## config.mk

```make
export PLATFORM = sky130hd
export DESIGN_NAME = coeff_sub_add_reg
export DESIGN_NICKNAME = d
export VERILOG_FILES = /design/src/rtl/coeff_sub_add_reg.sv
export SDC_FILE = /design/constraint.sdc
export NUM_CORES = 1
export LEC_CHECK = 0
export CAP_MARGIN = 20
export CORE_ASPECT_RATIO = 0.7
export CORE_MARGIN = 1
export CORE_UTILIZATION = 38
export DETAILED_ROUTE_END_ITERATION = 10
export PLACE_DENSITY_LB_ADDON = 0.08
export SETUP_SLACK_MARGIN = 0.15
export SLEW_MARGIN = 10
export SYNTH_ARGS = -nofsm -noshare
export SYNTH_HDL_FRONTEND = slang
export SYNTH_HIERARCHICAL = 1
export SYNTH_SLANG_ARGS = --single-unit
```

## constraint.sdc

```tcl
create_clock -name lcl_clk -period 5.6 [get_ports lcl_clk]
set_input_delay 1.12 -clock lcl_clk [delete_from_list [all_inputs] [get_ports lcl_clk]]
set_output_delay 1.12 -clock lcl_clk [all_outputs]
set_load 0.01 [all_outputs]
```

## src/rtl/coeff_sub_add_reg.sv

```systemverilog
// One coefficient lane of the NTRU-HRSS multiplier: conditional invert of h,
// carry-select add with e (mod 2^W), and a registered result.

module Xor_N_bit #(
  parameter int W = 13
) (
  input  logic [W-1:0] h,
  input  logic         r,
  output logic [W-1:0] out_xor
);

  assign out_xor = h ^ {W{r}};

endmodule

// Ripple-carry low nibble; every upper block is precomputed for both carry-in
// values and selected by the true block carry. MSB carry-out is dropped (mod 2^W).
module carryselectadder #(
  parameter int W = 13
) (
  input  logic [W-1:0] in1,
  input  logic [W-1:0] in2,
  input  logic         cin,
  output logic [W-1:0] out
);

  localparam int NB = (W + 3) / 4;

  logic [NB-1:0] blk_carry_s;

  assign blk_carry_s[0] = cin;

  for (genvar b = 0; b < NB; b++) begin : g_blk
    localparam int LO = 4 * b;
    localparam int BW = ((W - LO) < 4) ? (W - LO) : 4;
    localparam int CW = (b < NB - 1) ? BW + 1 : BW;

    if (b == 0) begin : g_ripple
      logic [BW:0] c_s;
      assign c_s[0] = cin;
      for (genvar i = 0; i < BW; i++) begin : g_fa
        assign out[LO+i] = in1[LO+i] ^ in2[LO+i] ^ c_s[i];
        if (i < BW - 1 || NB > 1) begin : g_c
          assign c_s[i+1] = (in1[LO+i] & in2[LO+i]) | (c_s[i] & (in1[LO+i] ^ in2[LO+i]));
        end else begin : g_nc
          assign c_s[i+1] = 1'b0;
        end
      end
      if (NB > 1) begin : g_co
        assign blk_carry_s[1] = c_s[BW];
      end
    end else begin : g_select
      logic [CW-1:0] sum0_s;
      logic [CW-1:0] sum1_s;
      assign sum0_s = CW'(in1[LO +: BW]) + CW'(in2[LO +: BW]);
      assign sum1_s = CW'(in1[LO +: BW]) + CW'(in2[LO +: BW]) + CW'(1);
      assign out[LO +: BW] = blk_carry_s[b] ? sum1_s[BW-1:0] : sum0_s[BW-1:0];
      if (b < NB - 1) begin : g_co
        assign blk_carry_s[b+1] = blk_carry_s[b] ? sum1_s[BW] : sum0_s[BW];
      end
    end
  end

endmodule

module Regfile #(
  parameter int W = 13
) (
  input  logic [W-1:0] in1,
  input  logic         clk,
  input  logic         rst,
  output logic [W-1:0] out
);

  // Coefficient register; no enable, the parent gates clk to freeze it.
  always_ff @(posedge clk) begin
    if (rst) begin
      out <= {W{1'b0}};
    end else begin
      out <= in1;
    end
  end

endmodule

module coeff_sub_add_reg #(
  parameter int W = 13
) (
  input  logic         lcl_clk,
  input  logic         rst,
  input  logic [W-1:0] e,
  input  logic [W-1:0] h,
  input  logic         neg,
  output logic [W-1:0] out_xor,
  output logic [W-1:0] sum,
  output logic [W-1:0] q
);

  Xor_N_bit #(.W(W)) u_xor (
    .h       (h),
    .r       (neg),
    .out_xor (out_xor)
  );

  // neg doubles as carry-in so inverted h plus one forms the two's complement.
  carryselectadder #(.W(W)) u_add (
    .in1 (e),
    .in2 (out_xor),
    .cin (neg),
    .out (sum)
  );

  Regfile #(.W(W)) u_reg (
    .in1 (sum),
    .clk (lcl_clk),
    .rst (rst),
    .out (q)
  );

endmodule

```

==> run summary <==
run status - finished, final reports clean
WHS Path Cells - 4
top routing layer in use - met4
Fin. Hold Viols - 0
critical path arrival - 4.19 ns
Place WS - -0.287 ns
Largest Register - u_reg/out
Rel. slew slack - 0.485
worst vdd ir - 113 uV
Synth Warn # - 6
Worst Path Required - 4.48 ns
gpl congestion - 0.751
Post-Syn Area - 1180 um2
maximum fanout along the worst path - 3
antenna viol nets, final - 0
WP depth - 15
Post-Syn Nets - 155
worst path cell trace - clkdlybuf4s50_1 -> xor2_2 -> fa_2 -> fa_1 -> inv_1 -> fa_1 -> inv_1 -> fa_2 -> nand2_2 -> a2111oi_2 -> a221oi_2 -> buf_4 -> a21oi_1 -> xnor2_1 -> clkdlybuf4s15_1
Die Area - 3340 um2
Hold Crit Class - input port to flop
Synth Area in Adders - 0.207
drt pass-1 iters - 2
clock buffer depth - 2
maxcap violations - 0
Die H - 48.7 um
Power Density - 276 nW/um2
CP top delay family - adder cells
final worst path period share - 0.948
Largest register FFs - 13
# DRC - 0
total power - 559 uW
diode count - 0
Detailed Route Iter0 Violations - 20
Root Driver - clkbuf_8
Crit Path Class - input port to primary output
routed length per instance - 12.4 um
first-pass GRT wire length - 4.64 mm
layout overhead on the synthesized area - 71.2%
Final nets - 238
Final Core Density - 0.702
PortBufs - 67
largest net degree at the start of global routing - 14
largest family of logic cells by synthesized area - XOR/XNOR gates
hold_ws - 1.69 ns
M1 wire length - 1.39 mm
Crit path buffers/inverters - 5
Mapped Avg Cell Area - 10.7 um2
initial antenna violation count - 0
Clock Sinks - 13
Total Wirelength - 2.83 mm
Fmax - 188 MHz
leakage power - 0.000877 uW
Critical Path Source Type - input port
Setup-failing EPs final - 0
via count - 1045
core area - 2880 um2
Post-Synth XOR/XNOR Area - 0.214
fillcell total - 231
H-tree depth - 1
GRT Overall Usage - 0.186
Worst Setup End Kind - primary output
final setup TNS - 0 ns
fin crit period - 5.31 ns
vias in the first global route - 1035
hold_buf cts - 0
CTS Buf Count - 3
CTS tree - done
Reg area - 260 um2
slowest cell delay on critical path - 0.44 ns
WL met3 - 189 um
layout cell share with drive strength beyond 1 - 0.260
Initial Util - 0.410
Top Ports - 68
RSZ-0062 raised after global routing - false
clock-pin slew on the worst setup and hold paths - 0.06 ns
area of the multi-input gates - 880 um2
hpwl dp - 2.30 mm
final max-slew violation count - 0
sequential area share after synthesis - 0.220
Vias/cell - 4.58
number of synthesized register bits - 13
post-synthesis cell type count - 32
Congestion Overflow GR - 0
Die Width - 68.7 um
met2 wire length - 1.22 mm
mux cell area share after synthesis - 0.0307
slowest cell on the critical path - clkdlybuf4s50_1
floorplan row count - 16
post-synthesis compound-gate area fraction - 0.0942
Post-Synth Simple-Gate Area - 0.169
worst slew pin tran - 0.771 ns
Mapped Cells - 110
Regs by FF count - u_reg/out x13
post-route setup slack - 0.290 ns
[cells by family after synthesis]
| group | count (synthesis) |
|---|---|
| AOI/OAI and AO/OA | 14 |
| buffers and inverters | 10 |
| DFF | 13 |
| and+or+nand+nor | 26 |
| adders and majority gates | 16 |
| muxes | 3 |
| xor gates and xnor gates | 28 |
[where the power goes]
| part | internal, uW | switching, uW |
|---|---|---|
| combinational | 205 | 149 |
| clock | 50.3 | 36.9 |
| sequential | 112 | 4.89 |
| total | 368 | 191 |
[synth_stat cells]
cell / count / share of area
xor2_1: 18 / 0.13
dfxtp_1: 13 / 0.22
ha_1: 10 / 0.11
xnor2_1: 9 / 0.067
nor2b_2: 8 / 0.059
a21oi_1: 6 / 0.025
fa_1: 6 / 0.10
inv_1: 6 / 0.019
a21o_1: 3 / 0.019
and2b_2: 3 / 0.022
buf_6: 3 / 0.029
nand2_1: 3 / 0.0095
nand3_1: 2 / 0.0085
nor2b_4: 2 / 0.023
a2111oi_2: 1 / 0.013
a211oi_1: 1 / 0.0064
a211oi_2: 1 / 0.011
a21o_2: 1 / 0.0074
a221oi_2: 1 / 0.013
and2_1: 1 / 0.0053
and4b_1: 1 / 0.0085
buf_12: 1 / 0.017
mux2_2: 1 / 0.0095
mux2_4: 1 / 0.013
mux2i_1: 1 / 0.0085
nand2_2: 1 / 0.0053
nand2b_1: 1 / 0.0053
nand3_2: 1 / 0.0085
nand4_1: 1 / 0.0053
nor2_1: 1 / 0.0032
nor4_1: 1 / 0.0053
xor2_2: 1 / 0.014
[layout make-up]
| type | instances | share of cell area |
|---|---|---|
| multi-input cells | 87 | 0.434 |
| repair buffers | 82 | 0.381 |
| flip-flops and latches | 13 | 0.129 |
| clock buffers | 4 | 0.0222 |
| well taps | 36 | 0.0222 |
| inverters | 6 | 0.0111 |
[path summary, 6_finish.rpt]
| kind | start | end | slack, ns |
|---|---|---|---|
| worst min-delay path | neg | u_reg/out[0] | 1.69 |
| worst max-delay path | h[0] | sum[11] | 0.29 |
[metrics by stage]
stage          instances  instance area, um2
2_1_floorplan        110                1180
3_3_place_gp         221                1930
3_5_place_dp         221                1930
4_1_cts              228                2030
5_1_grt              228                2020
6_report             228                2020
[tightest hold or removal path, stage by stage]
cell           delay, ns
dlygate4sd2_1       0.27
buf_6               0.17
fa_2                0.21
and2b_2             0.13
[timing repair]
| action | 4_1_cts | 5_1_grt |
|---|---|---|
| setup endpoints to repair | 6 | 6 |
| pin swaps | 3 | 2 |
| endpoints found under the hold margin | 0 | 0 |
| gates resized for setup | 15 | 7 |
| buffers inserted | 3 | 0 |
[placed cells by master, fill, tap and decap left out, types with 3 or more instances in the layout]
master / n
fa_1: 4
clkdlybuf4s50_1: 60
ha_1: 10
a21o_1: 3
xnor2_1: 9
xor2_1: 16
dfxtp_1: 13
clkbuf_2: 3
clkbuf_8: 3
buf_4: 14
and2b_2: 3
a21oi_1: 6
inv_1: 6
nor2b_2: 8
xor2_2: 3
[per-layer routing]
metal,up-vias,track usage
met5,-,0
met4,0,0.0799
met3,4,0.0354
met2,43,0.275
met1,471,0.260
li1,527,-
No activity file was read; power rests on OpenSTA's default activity.
